[src/rtl/load_store_unit.sv]
// Load/store unit: turns a single load or store request into one word-aligned bus
// transaction, with lane steering, load extension, alignment checks and an ack timeout.
module load_store_unit #(
   parameter int unsigned TIMEOUT_CYCLES = 15
) (
   input  logic        clk,
   input  logic        reset,
   input  logic [31:0] addr,
   input  logic [31:0] wdata,
   input  logic [2:0]  funct3,
   input  logic        mem_read,
   input  logic        mem_write,
   output logic [31:0] rdata,
   output logic        stall,
   output logic        done,
   output logic        access_err,
   output logic        bus_req,
   output logic        bus_we,
   output logic [31:0] bus_addr,
   output logic [3:0]  bus_be,
   output logic [31:0] bus_wdata,
   input  logic [31:0] bus_rdata,
   input  logic        bus_ack
);

   typedef enum logic [1:0] {IDLE, BUSY, DONE} state_t;

   state_t      state, state_nx;
   logic [7:0]  cnt;
   logic [2:0]  f3_q;
   logic [1:0]  lo_q;
   logic        to_q;

   logic        req, f3_err, align_err, err, start, expire;
   logic [3:0]  be_nx;
   logic [31:0] wdata_nx;
   logic [31:0] lane;
   logic [31:0] ld_val;

   assign req       = mem_read | mem_write;
   assign f3_err    = mem_write ? (funct3 > 3'b010)
                                : (funct3 == 3'b011 || funct3 == 3'b110 || funct3 == 3'b111);
   assign align_err = (funct3[1:0] == 2'b01 && addr[0]) ||
                      (funct3[1:0] == 2'b10 && addr[1:0] != 2'b00);
   assign err       = req & (f3_err | align_err);
   assign start     = (state == IDLE) & req & ~err;
   assign expire    = (cnt == 8'(TIMEOUT_CYCLES - 1));

   always_comb begin
      be_nx    = 4'b1111;
      wdata_nx = wdata;
      case (funct3[1:0])
         2'b00: begin
            be_nx    = 4'b0001 << addr[1:0];
            wdata_nx = {4{wdata[7:0]}};
         end
         2'b01: begin
            be_nx    = 4'b0011 << addr[1:0];
            wdata_nx = {2{wdata[15:0]}};
         end
         default: ;
      endcase
   end

   // Shift the addressed lane down to bit 0, then extend by the latched funct3.
   assign lane = bus_rdata >> {lo_q, 3'b000};

   always_comb begin
      ld_val = bus_rdata;
      case (f3_q)
         3'b000:  ld_val = {{24{lane[7]}}, lane[7:0]};
         3'b001:  ld_val = {{16{lane[15]}}, lane[15:0]};
         3'b100:  ld_val = {24'd0, lane[7:0]};
         3'b101:  ld_val = {16'd0, lane[15:0]};
         default: ld_val = bus_rdata;
      endcase
   end

   always_comb begin
      state_nx = state;
      case (state)
         IDLE:    if (start) state_nx = BUSY;
         BUSY:    if (bus_ack || expire) state_nx = DONE;
         DONE:    state_nx = IDLE;
         default: state_nx = IDLE;
      endcase
   end

   always_ff @(posedge clk) begin
      if (reset) begin
         state     <= IDLE;
         cnt       <= '0;
         f3_q      <= '0;
         lo_q      <= '0;
         to_q      <= 1'b0;
         rdata     <= '0;
         bus_we    <= 1'b0;
         bus_addr  <= '0;
         bus_be    <= '0;
         bus_wdata <= '0;
      end else begin
         state <= state_nx;
         case (state)
            IDLE: begin
               if (start) begin
                  bus_addr  <= {addr[31:2], 2'b00};
                  bus_be    <= be_nx;
                  bus_wdata <= wdata_nx;
                  bus_we    <= mem_write;
                  f3_q      <= funct3;
                  lo_q      <= addr[1:0];
                  cnt       <= '0;
                  to_q      <= 1'b0;
               end
            end
            BUSY: begin
               if (bus_ack) begin
                  if (!bus_we) rdata <= ld_val;
               end else if (expire) begin
                  rdata <= '0;
                  to_q  <= 1'b1;
               end else begin
                  cnt <= cnt + 8'd1;
               end
            end
            default: ;
         endcase
      end
   end

   assign bus_req    = (state == BUSY);
   assign done       = (state == DONE);
   assign stall      = start | (state == BUSY);
   assign access_err = ((state == IDLE) & err) | ((state == DONE) & to_q);

endmodule

[config.mk]
export PLATFORM = sky130hd
export DESIGN_NAME = load_store_unit
export DESIGN_NICKNAME = d
export VERILOG_FILES = /design/src/rtl/load_store_unit.sv
export SDC_FILE = /design/constraint.sdc
export NUM_CORES = 1
export LEC_CHECK = 0
export CAP_MARGIN = 25
export CORE_ASPECT_RATIO = 0.7
export CORE_MARGIN = 5
export CORE_UTILIZATION = 40
export CTS_CLUSTER_DIAMETER = 80
export DETAILED_ROUTE_END_ITERATION = 16
export DONT_BUFFER_PORTS = 1
export GPL_TIMING_DRIVEN = 1
export HOLD_SLACK_MARGIN = 0.02
export SKIP_CTS_REPAIR_TIMING = 1
export SLEW_MARGIN = 20
export SYNTH_ARGS = -nofsm -noshare
export SYNTH_HDL_FRONTEND = slang
export SYNTH_SLANG_ARGS = --single-unit
[constraint.sdc]
create_clock -name clk -period 2.7 [get_ports clk]
set_clock_uncertainty 0.2 [all_clocks]
set_input_delay 0.405 -clock clk [delete_from_list [all_inputs] [get_ports clk]]
set_output_delay 0.405 -clock clk [all_outputs]
set_load 0.01 [all_outputs]
### After elaboration in Yosys (flattened, before gate mapping)

Cells that the tools add are included.

| operators by class | value |
|---|---|
| $add $sub $neg | 1 |
| order comparisons | 1 |
| equal/unequal tests | 17 |
| shifts and indexed selects | 3 |
| muxes and demuxes | 18 |
| bitwise logic cells | 10 |
| reduce and logical (&&, ||, !) cells | 17 |

Operators with widths:

| kind | number |
|---|---|
| $pmux 32 s4 | 1 |
| $mux 32 | 3 |
| $pmux 32 s2 | 1 |
| $shr 32x5->16 | 1 |
| $mux 8 | 3 |
| $pmux 8 s2 | 1 |
| $eq 3x3->1 const B | 4 |
| $add 8x1->8 const B | 1 |
| $eq 8x4->1 const B | 1 |
| $ne 2x2->1 const B | 4 |
| $pmux 4 s2 | 1 |
| $reduce_and 4->1 | 2 |
| $reduce_bool 2->1 | 3 |
| $and 1x1->1 | 5 |
| $eq 2x1->1 const B | 2 |
| $eq 2x2->1 const B | 2 |
| $logic_not 2->1 | 2 |
| $logic_or 1x1->1 | 4 |
| $mux 1 | 4 |
| $mux 2 | 2 |
| $ne 2x1->1 const B | 2 |
| $or 1x1->1 | 4 |
| $pmux 2 s2 | 1 |
| $reduce_and 2->1 | 2 |
| 10 further kinds | 11 |

| word-level totals | value |
|---|---|
| register bits after elaboration | 115 |
| bits of input ports | 104 |
| logic and storage cells | 77 |

### Longest topological paths before layout

| depth | value |
|---|---|
| word-level depth | 10 |
| gate-level depth with buffers | 7 |
| depth with buffers taken out | 6 |

### Worst setup path after synthesis

Ideal clock, no wire load.

| timing | value |
|---|---|
| path kind | input -> output |
| start point | input addr[0] |
| end point | output stall |
| data arrival time | 1.445 ns |
| data required time | 2.095 ns |
| setup slack | 0.650 ns |
| cell stages on the path | 5 |
| buffers on the path | 2 |
| cell sequence | buf_2 > nor4_2 > o211ai_1 > buf_2 > nand2b_1 |

| on the way | value |
|---|---|
| longest elaborated chain between the ends | 8 |
| elaborated cells on any way between the ends | 9 |
| classes of those cells | bitwise: 5; reduce/logical: 4 |

Ends and longest elaborated chain:

| what | RTL line | source |
|---|---|---|
| start, declared | 8 | `input logic [31:0] addr,` |
| $reduce_bool 2->1 | 44 | `(funct3[1:0] == 2'b10 && addr[1:0] != 2'b00);` |
| $logic_and 1x1->1 | 44 |  |
| $logic_or 1x1->1 (*) | 43 | `assign align_err = (funct3[1:0] == 2'b01 && addr[0]) \|\|` |
| $or 1x1->1 (*) | 45 | `assign err = req & (f3_err \| align_err);` |
| $and 1x1->1 (*) | 45 |  |
| $not 1->1 (*) | 46 | `assign start = (state == IDLE) & req & ~err;` |
| $and 1x1->1 (*) | 46 |  |
| $or 1x1->1 (*) | 133 | `assign stall = start \| (state == BUSY);` |
| end, declared | 14 | `output logic stall,` |

Every way passes the cells marked *; elsewhere a longest branch is shown, timed or not.

### Worst setup path after layout

| timing | value |
|---|---|
| start point | register state[1] |
| end point | register lo_q[1] |

| on the way | value |
|---|---|
| longest elaborated chain between the ends | 4 |

Ends and longest elaborated chain:

| what | RTL line | source |
|---|---|---|
| start, declared | 28 | `state_t state, state_nx;` |
| start signal, assigned | 102 | `state <= state_nx;` |
| $logic_not 2->1 (*) | 46, 103 |  |
| $and 1x1->1 (2 in a row) | 46 |  |
| $reduce_and 2->1 (no source line) (*) | n/a |  |
| end signal, assigned | 111 | `lo_q <= addr[1:0];` |
| end, declared | 31 | `logic [1:0] lo_q;` |

Marks and branches as above.
A chain may end at the register's enable or synchronous reset.

==> summary.md <==
| Metric | Value |
|---|---|
| Status | finished, violations left |
| Failing checks | negative hold slack |
| WL met1 | between 6000 and 7000 um |
| CTS tree | done |
| Number of setup violations in the final report | 0 |
| Leak | 2.355 nW |
| Unrepaired setup endpoints after global routing | false |
| Via count | roughly 4600 |
| Critical path class | flip-flop to flip-flop |
| Gpl congestion | around 0.9 |
| First DRT Iteration DRCs | around 420 |
| Detailed Route WL | 16330 um |
| Tightest Pin Transition | 0.9670 ns |
| Core Area | 12420 um^2 |
| Compound-gate portion of the synthesized area | ~24% |
| CTS root buf | clkbuf_16 |
| Post-synthesis mux area share | 5.723% |
| Min-delay src | wdata[14] |
| Max FO, Critical Path | 10 |
| Worst hold path stage count | 2 |
| Sequential Power Share | 41.7% |
| Met2 routed WL | 7666 um |
| Clock Sinks | between 100 and 150 |
| CP Capture Type | flip-flop |
| Post-synth EDFFs | 0 |
| Die H | approximately 100 um |
| Hold Path Class | input port to flip-flop |
| Post-Synth Simple-Gate Area | between 10% and 20% |
| # rows | 34 |
| Ys flop type | dfxtp_1 |
| Final Max Tran Viols | 0 |
| Vias in the first global route | between 4000 and 5000 |
| Reg2reg end | lo_q[1] |
| Clock transition at path regs | 0.06 ns |
| WL/cell | between 15 and 20 um |
| Reg-to-Reg Start | state[1] |
| Global-route wire length before repair | ~24000 um |
| Finished Core Util | between 50% and 60% |
| Starting Density | 40.83% |
| Syn_area_per_cell | between 8 and 9 um^2 |
| Syn. warnings | 0 |
| Area Overhead vs Synth | 27.33% |
| Antenna violations before repair | 0 |
| Top-count cell post-synth | nand2_1 |
| CP required | about 2.8 ns |
| Seq/Total Area, Yosys | 45.39% |
| P_int | 0.003405 W |
| Adder-Cell Fraction of Synth Area | less than 1% |
| GRT Total Usage | 19.84% |
| Max Clock Freq | 431.4 MHz |
| Post-synthesis register bit count | between 100 and 150 |
| PnR worst setup slack | between 0.3 and 0.4 ns |
| Final net count | 752 |
| Design area | 6459 um^2 |
| CP Data Arrival Time | 2.40 ns |
| Comb pwr share | between 10% and 20% |
| Congestion Overflow GR | 0 |
| Synth top area share | roughly 45% |
| Antenna viol nets, final | 0 |
| Drt via density | ~5.6 |
| Relative slew margins | between 30% and 40% |
| CP startpoint kind | flip-flop |
| Ratio of cells with drive above 1 in the final layout | 8.801% |
| XOR/XNOR Fraction of Synth Area | less than 1% |
| Commonest cells post-synth | nand2_1, dfxtp_1, a21oi_1 |
| I/O Buffers | 0 |
| Drt drc | 0 |
| CTS H-Tree Depth | 4 |
| Clk buf depth | 2 |
| Worst-Skew Late Latency | ~0.4 ns |
| Mapped Area | ~5100 um^2 |
| Die width | between 100 and 150 um |
| Hold Path Sink | bus_wdata[14] |
| DR top layer | met4 |
| Post-synthesis cell count | between 500 and 600 |
| TritonCTS Buffers | 17 |
| # Max-Cap Violations | 0 |
| Setup TNS Final | 0 ns |
| Wire length on met3 | roughly 1600 um |
| Hold Vio Cnt, Final | 1 |
| Diode count | 0 |
| Clock Power Share | 47.2% |
| Yosys cell types | slightly below 50 |
| Ports | between 200 and 250 |
| HPWL Detailed | between 10000 and 15000 um |
| Hold slack | -0.008074 ns |
| Sw power | about 0.0012 W |
| Post-layout min period | 2.318 ns |
| Power Density | 711.7 nW/um^2 |
| Crit share post-route | between 80% and 90% |
| Largest net degree at the start of global routing | 81 |
| Worst-case reg-to-reg path depth | 6 |
| Yosys top cell by area | dfxtp_1 |
| Worst vdd ir | 0.0004271 V |
| Die Area | between 15000 and 20000 um^2 |
| Register-to-register setup slack | ~0.38 ns |
| Async SR Flop Fraction | 0% |
| Sw Share | 25.92% |
| Area after DPL | around 5200 um^2 |
| Pre-CTS setup slack | just under 0.5 ns |
| Largest family of logic cells by synthesized area | compound AO/OA/AOI/OAI gates |
| Top post-synthesis cells by area | dfxtp_1, nand2_1, a21oi_1 |
| Pre-Repair DR Iteration Count | 5 |
[flip-flops by register name, summed over array words and instances (netlist names)]
| name | count |
|---|---|
| to_q | 1 |
| bus_wdata | 32 |
| cnt | 8 |
| bus_be | 4 |
| bus_we | 1 |
| f3_q | 3 |
| bus_addr | 30 |
| state | 2 |
| lo_q | 2 |
| rdata | 32 |
[worst max-delay path, stage by stage, from the launching register on]
cell and delay [ns]:
dfxtp_1 0.35, nor2_1 0.21, o211ai_1 0.40, buf_4 0.33
nand2_1 0.07, a21oi_1 0.06, dlygate4sd3_1 0.57
[cells in the final DEF, fill, tap and decap left out, types with 2 or more instances in the layout]
cell and n:
nor2_1 43, conb_1 2, and2_1 2, buf_12 3, a221oi_4 2, a2bb2oi_1 14, mux2_4 2, a21oi_1 58
o2bb2ai_1 8, nand3_1 9, mux2i_1 26, a211oi_1 18, nor3_1 3, o21ai_0 16, clkbuf_16 17, nand2b_1 3
or2_2 3, xnor2_1 3, dfxtp_1 115, nand2_1 143, ha_1 2, clkinv_4 3, clkinv_2 4, clkinvlp_4 4
dlygate4sd3_1 65, inv_1 6, o211ai_1 9, bufinv_16 2, or3_1 2, a221oi_2 2, a22o_1 13, a311oi_1 10
nor2b_1 5, buf_4 8, and3_1 3, a221o_1 11
[layer usage]
layer | up-vias | global-route usage [%]
met5 | - | 0
met4 | 0 | 4.660
met1 | 2197 | 26.28
met2 | 209 | 30.04
met3 | 14 | 8.272
li1 | 2208 | -
[cell families after synthesis]
group	after synthesis
xor+xnor	4
fa+ha+maj	2
flops	115
compound gates	169
buf+inv	56
mux	28
other cells	1
simple gates	223
[area by class of cell]
class | instances | area [um^2]
fillers | 1146 | 5963
multi-input cells | 428 | 2550
flip-flops and latches | 115 | 2302
repair buffers | 77 | 798.3
clock buffers | 19 | 442.9
well taps | 162 | 202.7
clock inverters | 13 | 136.4
inverters | 7 | 26.28
[power groups by stage]
stage                     clock, W  sequential (W)  combinational (W)
after floorplan                  0         0.00192           0.000348
after global placement           0         0.00195           0.000387
after detailed placement         0         0.00195           0.000402
after CTS                  0.00222         0.00192           0.000402
after global routing       0.00230         0.00193           0.000565
final                      0.00217         0.00192           0.000513
[worst max-delay path by stage]
stage             start       endpoint
6_report       state[1]        lo_q[1]
5_1_grt        state[0]  bus_wdata[12]
4_1_cts        state[0]          stall
3_5_place_dp    lo_q[1]      rdata[21]
3_3_place_gp    lo_q[1]      rdata[31]
2_1_floorplan   addr[0]          stall
[through the flow]
| step | cells | total power (W) |
|---|---|---|
| CTS | 755 | 0.004536 |
| detailed placement | 723 | 0.002354 |
| global placement | 723 | 0.002338 |
| floorplan | 599 | 0.002264 |
| finish | 821 | 0.004597 |
| global route | 821 | 0.004794 |
No activity file was read; power rests on OpenSTA's default activity.
